<file path="src/rtl/conv_acc_sched.sv">
// conv_acc_sched: sequences one output tile of the conv_acc partial-sum
// accumulator as a series of channel passes (launch, element stream, drain).
// Optional stall counter: define CONV_ACC_SCHED_PERF_EN to build perf_stall_o;
// otherwise the port is tied to zero.
module conv_acc_sched #(
   parameter int AW        = 8,
   parameter int SW        = 11,
   parameter int PW        = 6,
   parameter int DRAIN_CYC = 3
) (
   input  logic          clk_i,
   input  logic          rst_ni,
   input  logic          cfg_start_i,
   input  logic          cfg_abort_i,
   input  logic [AW-1:0] cfg_base_i,
   input  logic [SW-1:0] cfg_size_i,
   input  logic [PW-1:0] cfg_passes_i,
   input  logic          cfg_fc_i,
   output logic          busy_o,
   output logic          done_o,
   output logic          aborted_o,
   output logic          acc_start_o,
   output logic [AW-1:0] acc_base_o,
   output logic [SW-1:0] acc_size_o,
   output logic          acc_fc_o,
   output logic          acc_first_o,
   output logic          acc_last_o,
   input  logic          acc_ready_i,
   input  logic          in_valid_i,
   output logic          in_ready_o,
   output logic [PW-1:0] pass_idx_o,
   output logic [31:0]   perf_stall_o
);

   typedef enum logic [2:0] {S_IDLE, S_LAUNCH, S_RUN, S_DRAIN, S_DONE} state_t;

   state_t        state_q, state_d;
   logic          busy_q, done_q, aborted_q, acc_start_q, fc_q, first_q, last_q;
   logic [AW-1:0] base_q;
   logic [SW-1:0] size_q, elem_cnt_q;
   logic [PW-1:0] passes_q, pass_idx_q;
   logic [3:0]    drain_cnt_q;
   logic          accept, last_pass, abort_take, start_ok;

   assign in_ready_o = (state_q == S_RUN) & acc_ready_i & (elem_cnt_q < size_q);
   assign accept     = in_valid_i & in_ready_o;
   assign last_pass  = (pass_idx_q == passes_q - 1'b1);
   // Abort only matters while a pass is in flight; in DONE the done pulse already fired.
   assign abort_take = cfg_abort_i &
                       ((state_q == S_LAUNCH) | (state_q == S_RUN) | (state_q == S_DRAIN));
   assign start_ok   = (cfg_size_i != '0) & (cfg_passes_i != '0);

   // State register
   always_ff @(posedge clk_i or negedge rst_ni) begin
      if (!rst_ni) state_q <= S_IDLE;
      else         state_q <= state_d;
   end

   // Next-state logic; abort overrides every other transition
   always_comb begin
      state_d = state_q;
      case (state_q)
         S_IDLE:   if (cfg_start_i) state_d = start_ok ? S_LAUNCH : S_DONE;
         S_LAUNCH: state_d = S_RUN;
         S_RUN:    if (accept && (elem_cnt_q == size_q - 1'b1)) state_d = S_DRAIN;
         S_DRAIN:  if (drain_cnt_q == 4'd0) state_d = last_pass ? S_DONE : S_LAUNCH;
         S_DONE:   state_d = S_IDLE;
         default:  state_d = S_IDLE;
      endcase
      if (abort_take) state_d = S_IDLE;
   end

   // Registered outputs, latched config and pass/element/drain counters
   always_ff @(posedge clk_i or negedge rst_ni) begin
      if (!rst_ni) begin
         busy_q      <= 1'b0;
         done_q      <= 1'b0;
         aborted_q   <= 1'b0;
         acc_start_q <= 1'b0;
         fc_q        <= 1'b0;
         first_q     <= 1'b0;
         last_q      <= 1'b0;
         base_q      <= '0;
         size_q      <= '0;
         passes_q    <= '0;
         pass_idx_q  <= '0;
         elem_cnt_q  <= '0;
         drain_cnt_q <= '0;
      end else begin
         busy_q      <= (state_d != S_IDLE);
         done_q      <= (state_d == S_DONE);
         aborted_q   <= abort_take;
         acc_start_q <= (state_d == S_LAUNCH);
         if (state_q == S_IDLE && cfg_start_i && start_ok) begin
            base_q     <= cfg_base_i;
            size_q     <= cfg_size_i;
            passes_q   <= cfg_passes_i;
            fc_q       <= cfg_fc_i;
            pass_idx_q <= '0;
         end
         if (state_q == S_DRAIN && state_d == S_LAUNCH)
            pass_idx_q <= pass_idx_q + 1'b1;
         // first/last are fixed at launch and held until the pass drains
         if (state_d == S_LAUNCH) begin
            if (state_q == S_IDLE) begin
               first_q <= 1'b1;
               last_q  <= (cfg_passes_i == PW'(1));
            end else begin
               first_q <= 1'b0;
               last_q  <= (pass_idx_q + 1'b1 == passes_q - 1'b1);
            end
         end else if (state_d == S_IDLE || state_d == S_DONE) begin
            first_q <= 1'b0;
            last_q  <= 1'b0;
         end
         if (state_d == S_LAUNCH)  elem_cnt_q <= '0;
         else if (accept)          elem_cnt_q <= elem_cnt_q + 1'b1;
         if (state_q == S_RUN && state_d == S_DRAIN)
            drain_cnt_q <= 4'(DRAIN_CYC - 1);
         else if (state_q == S_DRAIN && drain_cnt_q != 4'd0)
            drain_cnt_q <= drain_cnt_q - 4'd1;
      end
   end

`ifdef CONV_ACC_SCHED_PERF_EN
   logic [31:0] perf_q;
   // Saturating count of RUN cycles where an element waits on the accumulator
   always_ff @(posedge clk_i or negedge rst_ni) begin
      if (!rst_ni)
         perf_q <= '0;
      else if (state_q == S_IDLE && cfg_start_i)
         perf_q <= '0;
      else if (state_q == S_RUN && in_valid_i && !acc_ready_i && perf_q != 32'hFFFF_FFFF)
         perf_q <= perf_q + 32'd1;
   end
   assign perf_stall_o = perf_q;
`else
   assign perf_stall_o = 32'd0;
`endif

   assign busy_o      = busy_q;
   assign done_o      = done_q;
   assign aborted_o   = aborted_q;
   assign acc_start_o = acc_start_q;
   assign acc_base_o  = base_q;
   assign acc_size_o  = size_q;
   assign acc_fc_o    = fc_q;
   assign acc_first_o = first_q;
   assign acc_last_o  = last_q;
   assign pass_idx_o  = pass_idx_q;

endmodule

</file>
<file path="config.mk">
export PLATFORM = sky130hd
export DESIGN_NAME = conv_acc_sched
export DESIGN_NICKNAME = d
export VERILOG_FILES = /design/src/rtl/conv_acc_sched.sv
export SDC_FILE = /design/constraint.sdc
export NUM_CORES = 1
export LEC_CHECK = 0
export ABC_AREA = 1
export CORE_MARGIN = 1
export CORE_UTILIZATION = 50
export CTS_CLUSTER_SIZE = 25
export DETAILED_ROUTE_END_ITERATION = 16
export GPL_TIMING_DRIVEN = 1
export PLACE_DENSITY_LB_ADDON = 0.15
export SYNTH_ARGS = -nofsm -noshare
export SYNTH_HDL_FRONTEND = slang
export SYNTH_SLANG_ARGS = --single-unit
</file>
<file path="constraint.sdc">
create_clock -name clk_i -period 2.6 [get_ports clk_i]
set_input_delay 0.78 -clock clk_i [delete_from_list [all_inputs] [get_ports clk_i]]
set_output_delay 0.78 -clock clk_i [all_outputs]
set_load 0.01 [all_outputs]
</file>
==> results.json, run 1 <==
{
  "status": "finished, final reports clean",
  "p_int_mw": 2.64,
  "path_max_fanout": 3,
  "coreArea_um2": 7290,
  "hp-class": "input port to asynchronous set/reset pin",
  "vias": 3435,
  "fin_nets": 669,
  "p_sw_mw": 2.10,
  "critical_path_arrival_ns": 1.75,
  "finalSetupViolations": 0,
  "fin_tns_setup_ns": 0,
  "avgRoutedWirePerCell_um": 11.8,
  "layout_min_cycle_time_ns": 2.53,
  "viasPerCell": 4.76,
  "power_density_nw_per_um2": 946,
  "post_dp_cell_area_um2": 4760,
  "hpwl_um": 6660,
  "worstPathRequired_ns": 1.82,
  "gp_congestion": 0.870,
  "grt_pass1_vias": 3288,
  "slowest_stage": "dfrtp_1",
  "drtIter0Drc": 120,
  "setup.worst_path.end_class": "primary output",
  "post-route-drc-count": 0,
  "antenna_found_initial": 0,
  "r2r-end": "drain_cnt_q[0]",
  "cts_made_buffers": 5,
  "ys.flop_type": "dfrtp_1",
  "async_flop_share_pct": 100,
  "die_h_um": 89.1,
  "slew_headroom_pct": 57.8,
  "ys_ff_latch": 56,
  "antenna_cells": 0,
  "grt_pass1_wl_um": 13900,
  "critPathMaxStageDelay_ns": 0.41,
  "total_power_mw": 4.74,
  "drtPass1Iterations": 4,
  "pwr-share-comb_pct": 61.0,
  "cts_hold_buf": 0,
  "r2r_slack_ns": 0.22,
  "critPathLaunchType": "flip-flop",
  "avgSynthCellArea_um2": 7.49,
  "path_cells": "inv_2, ha_4, a21o_1, nor2_4, nand4_1, inv_1, buf_6",
  "rows": 31,
  "die_w_um": 89.1,
  "path_clk_slew_ns": 0.11,
  "grt_max_degree": 45,
  "cts_tree": "done",
  "io_pins": 97,
  "cap_viol_max_count": 0,
  "postLayoutCellArea_um2": 5010,
  "worst_pin_slew_ns": 0.628,
  "grt_use_total_pct": 22.6,
  "syn_to_final_growth_pct": 32.3,
  "seqPwrFrac_pct": 28.6,
  "clk_latency_ns": 0.31,
  "cts-root-buf": "clkbuf_8",
  "ant_nets": 0,
  "drv_slew": 0,
  "yosys_warnings": 0,
  "cts_sinks": 56,
  "max_freq_mhz": 395,
  "dieArea_um2": 7930,
  "cellLeakagePower_nw": 2.55,
  "syn_inst": 506,
  "yosysUniqueCellTypes": 36,
  "min_period_over_period_pct": 97.5,
  "drive_gt1_share_pct": 19.3,
  "syn_area_um2": 3790,
  "dp_cells": 708,
  "crit_type": "flip-flop to primary output",
  "synth-seq-area-share_pct": 37.0,
  "gr-total-overflow": 0,
  "fin_cells": 721,
  "clockPowerShare_pct": 10.4,
  "portBuffers": 64,
  "p_sw_share_pct": 44.3,
  "wl_um": 8480,
  "ir_worst_vdd_mv": 0.627,
  "clockBufferDepth": 2,
  "hold_viol": 0,
  "synth_edf_count": 0,
  "skew_ns": 0.00902,
  "h-tree-depth": 2,
  "reg2reg_from": "acc_size_o[0]",
  "initial_utilization_pct": 52.0,
  "reg2reg_depth": 14
}
-- power groups by stage --
stage | sequential [mW] | clock [mW] | combinational, mW
6_report | 1.35 | 0.494 | 2.90
5_1_grt | 1.39 | 0.541 | 3.24
4_1_cts | 1.35 | 0.514 | 2.75
3_5_place_dp | 1.36 | 0 | 2.73
3_3_place_gp | 1.35 | 0 | 2.65
2_1_floorplan | 1.47 | 0 | 1.56
-- synthesized netlist by cell type, types with 2 or more instances --
cell type / count / area (µm²)
nor2_1: 35 / 131
nand3_1: 28 / 140
nand2_4: 4 / 45.0
nand3b_1: 2 / 15.0
nor3_1: 6 / 30.0
buf_4: 32 / 240
nand4_1: 11 / 68.8
ha_1: 16 / 200
inv_1: 67 / 251
nand2_2: 4 / 25.0
nor2_4: 4 / 45.0
o21ai_1: 3 / 15.0
o21ai_2: 3 / 26.3
xnor2_1: 7 / 61.3
clkbuf_1: 4 / 15.0
nand2_1: 141 / 529
o21ai_0: 30 / 150
dfrtp_1: 56 / 1400
xor2_1: 10 / 87.6
a21oi_1: 11 / 55.1
nand3_2: 7 / 70.1
inv_2: 11 / 41.3
-- cells in the final DEF, fill, tap and decap left out, drive strengths merged --
cell type / Yosys / routed
or2: 1 / 1
o21ai: 36 / 36
nand3b: 3 / 3
o2111ai: 1 / 1
nor3b: 1 / 1
ha: 16 / 16
nor3: 7 / 7
dlymetal6s2s: 0 / 1
a21o: 1 / 1
buf: 33 / 52
and2: 1 / 1
a21oi: 11 / 11
nand2: 149 / 149
xor2: 10 / 10
clkinvlp: 0 / 1
nand4: 12 / 12
dfrtp: 56 / 56
nor4: 1 / 1
xnor2: 7 / 7
inv: 78 / 79
clkbuf: 4 / 5
nor2: 40 / 40
clkinv: 1 / 2
clkdlybuf4s50: 0 / 61
conb: 1 / 32
nand3: 36 / 36
-- cell type report --
cell class,instances,area (µm²)
Clock inverter,3,22.5
Tap cell,99,124
Inverter,79,300
Timing Repair Buffer,114,1040
Clock buffer,5,68.8
Fill cell,627,2280
Sequential cell,56,1400
Multi-Input combinational cell,365,2050
-- per-stage QoR --
step                hold slack (ns)  util, %  setup WS [ns]
finish                        0.419     68.8         0.0655
global route                  0.442     68.8        -0.0364
CTS                           0.417     66.6         0.0268
detailed placement            0.463     65.3         -0.359
global placement              0.456     65.3         -0.335
floorplan                     0.480        -          0.377
-- state kept, by name, indices dropped and copies added (netlist names) --
name and count:
drain_cnt_q 4, acc_size_o 11, aborted_o 1, acc_start_o 1, elem_cnt_q 11, acc_last_o 1, state_q 3, acc_first_o 1
busy_o 1, passes_q 6, done_o 1, acc_base_o 8, pass_idx_o 6, acc_fc_o 1
-- worst max path at each step --
stage,slack (ns),to,from,cells past startpoint
after floorplan,0.38,pass_idx_o[4],acc_size_o[2],13
after global placement,-0.34,in_ready_o,acc_ready_i,6
after detailed placement,-0.36,in_ready_o,acc_ready_i,6
after CTS,0.03,in_ready_o,acc_size_o[10],7
after global routing,-0.04,in_ready_o,acc_size_o[9],8
final,0.07,in_ready_o,acc_size_o[10],7
-- worst max-delay path, delay by kind of cell (launching register included) --
family	cells	cell delay, ns
compound gates	1	0.20
fa+ha+maj	1	0.21
buf+inv	3	0.31
flops	1	0.41
simple gates	2	0.32
-- cells by family (layout without fill, tap and decap cells) --
group / Yosys count / after routing / share of synthesized area, %
XOR/XNOR: 17 / 17 / 3.93
flip-flops: 56 / 56 / 37.0
AO/OA/AOI/OAI: 49 / 49 / 6.93
adder cells (fa/ha/maj): 16 / 16 / 5.28
other: 1 / 32 / 0.0989
AND/OR/NAND/NOR: 251 / 251 / 31.7
buffers and inverters: 116 / 201 / 15.1
-- layer usage --
| layer | up-vias | GRT usage [%] | share of wire (%) |
|---|---|---|---|
| met5 | - | 0 | 0 |
| met4 | 0 | 5.05 | 1.2 |
| met3 | 10 | 4.52 | 4.1 |
| met2 | 86 | 41.7 | 50 |
| met1 | 1584 | 27.3 | 44 |
| li1 | 1755 | - | - |
-- timing repair --
item | in CTS | in global routing
gates resized for setup | 6 | 24
setup buffers | 1 | 4
pin swaps | 2 | 7
setup endpoints to repair | 1 | 19
(Power assumes the default switching activity.)
==> run 2: changes to the inputs <==
Settings changed: SETUP_SLACK_MARGIN set to 0.3.
==> run 2 against run 1 <==
Critical endpoint unchanged. Clock skew increased by 0.0060 ns. Non-clock buffer count grew 9. Total power grew 7.4%. Clock power up 2%. Wire length is 8.6% higher. Sequential power is essentially flat. Largest cell class unchanged. Critical path depth grew 1. First-iteration DRC count down 13%.
==> results.json, run 2 (synthesized netlist as in run 1, its figures left out) <==
{
  "path_max_fanout": 3,
  "worstSetupEndpoint": "in_ready_o",
  "skew_ns": 0.0151,
  "p_int_mw": 2.83,
  "finalSetupViolations": 0,
  "hp-class": "input port to asynchronous set/reset pin",
  "r2r_slack_ns": 0.31,
  "grt_pass1_vias": 3303,
  "grt_setup_unrepaired": "true",
  "power_density_nw_per_um2": 958,
  "layout_min_cycle_time_ns": 2.51,
  "io_pins": 97,
  "post_dp_cell_area_um2": 4760,
  "antenna_cells": 0,
  "fin_ws_ns": 0.0853,
  "max_freq_mhz": 398,
  "post-route-drc-count": 0,
  "worst_hold_slack_ns": 0.416,
  "slew_headroom_pct": 54.2,
  "viasPerCell": 4.85,
  "final_common_cell": "nand2_1",
  "wl_um": 9200,
  "wl_met3_um": 414,
  "pwr-share-comb_pct": 63.3,
  "worstPathRequired_ns": 1.82,
  "drtIter0Drc": 105,
  "gp_congestion": 0.870,
  "ir_worst_vdd_mv": 0.651,
  "clockPowerShare_pct": 9.9,
  "dp_cells": 708,
  "grt_use_total_pct": 22.9,
  "drt-met1-wl_um": 3910,
  "hpwl_um": 6660,
  "seqPwrFrac_pct": 26.8,
  "cellLeakagePower_nw": 2.74,
  "critPathLaunchType": "flip-flop",
  "post-place-ws_ns": -0.359,
  "die_w_um": 89.1,
  "die_h_um": 89.1,
  "top_layer": "met4",
  "crit_type": "flip-flop to primary output",
  "drive_gt1_share_pct": 25.7,
  "antenna_found_initial": 0,
  "final_cell_mix": "129 x nand2_1, 56 x inv_1, 56 x dfrtp_1",
  "fin_cells": 730,
  "gr-total-overflow": 0,
  "clockBufferDepth": 2,
  "cap_viol_max_count": 0,
  "avgRoutedWirePerCell_um": 12.6,
  "cts_hold_buf": 0,
  "cts-root-buf": "clkbuf_8",
  "vias": 3542,
  "reg2reg_depth": 13,
  "drv_slew": 0,
  "p_sw_share_pct": 44.5,
  "min_period_over_period_pct": 96.7,
  "grt_pass1_wl_um": 14000,
  "rows": 31,
  "cts_made_buffers": 5,
  "path_clk_slew_ns": 0.11,
  "reg2reg_from": "acc_size_o[6]",
  "grt_max_degree": 45,
  "r2r-end": "drain_cnt_q[0]",
  "setup.worst_path.end_class": "primary output",
  "syn_to_final_growth_pct": 40.4,
  "coreArea_um2": 7290,
  "cp-startpoint": "acc_size_o[6]",
  "initial_utilization_pct": 52.0,
  "portBuffers": 64,
  "critical_path_arrival_ns": 1.73,
  "worst_pin_slew_ns": 0.682,
  "cts_sinks": 56,
  "clk_latency_ns": 0.32,
  "hold_viol": 0,
  "dieArea_um2": 7930,
  "p_sw_mw": 2.27,
  "fin_nets": 678,
  "postLayoutCellArea_um2": 5320,
  "drtPass1Iterations": 4,
  "utilization_pct": 73.0,
  "ant_nets": 0,
  "status": "finished, final reports clean",
  "wl_met2_um": 4770,
  "h-tree-depth": 2,
  "cts_tree": "done"
}
[run 2: repair_timing]
action                     4_1_cts  5_1_grt
setup endpoints to repair       53       35
cloned                           1        0
pin swaps                       10       26
setup buffers                    1       12
resized for setup               24       75
[run 2: critical path, cell delays in order, from the launching register on]
cell,delay [ns]
dfrtp_1,0.40
inv_2,0.09
ha_4,0.22
a21oi_1,0.16
nand2_1,0.09
nand2_2,0.06
nand4_1,0.18
inv_1,0.12
buf_6,0.10
[run 2: layout make-up]
type | count | area (µm²)
Fill cell | 581 | 1970
Timing Repair Buffer | 123 | 1180
Tap cell | 99 | 124
Multi-Input combinational cell | 365 | 2230
Clock inverter | 3 | 22.5
Inverter | 79 | 300
Clock buffer | 5 | 68.8
Sequential cell | 56 | 1400
[run 2: worst min path at each step]
| stage | start | to | cells after the start |
|---|---|---|---|
| after floorplan | rst_ni | aborted_o | 0 |
| after global placement | acc_base_o[5] | acc_base_o[5] | 2 |
| after detailed placement | acc_base_o[6] | acc_base_o[6] | 2 |
| after CTS | rst_ni | acc_size_o[7] | 1 |
| after global routing | rst_ni | acc_size_o[7] | 1 |
| final | rst_ni | acc_size_o[7] | 1 |
[run 2: routing by layer]
| layer | vias up | GRT usage [%] |
|---|---|---|
| met1 | 1658 | 28.0 |
| met5 | - | 0 |
| met4 | 0 | 4.91 |
| met3 | 12 | 4.16 |
| li1 | 1781 | - |
| met2 | 91 | 42.0 |
[run 2: per-stage QoR]
stage	power (mW)	TNS, ns
2_1_floorplan	3.03	0
3_3_place_gp	4.01	-7.15
3_5_place_dp	4.09	-8.65
4_1_cts	4.71	0
5_1_grt	5.50	-0.00632
6_report	5.10	0
[run 2: power groups by stage]
stage          logic [mW]  clock network [mW]  registers, mW
6_report             3.22               0.505           1.37
5_1_grt              3.56               0.541           1.40
4_1_cts              2.84               0.514           1.35
3_5_place_dp         2.73                   0           1.36
3_3_place_gp         2.65                   0           1.35
2_1_floorplan        1.56                   0           1.47
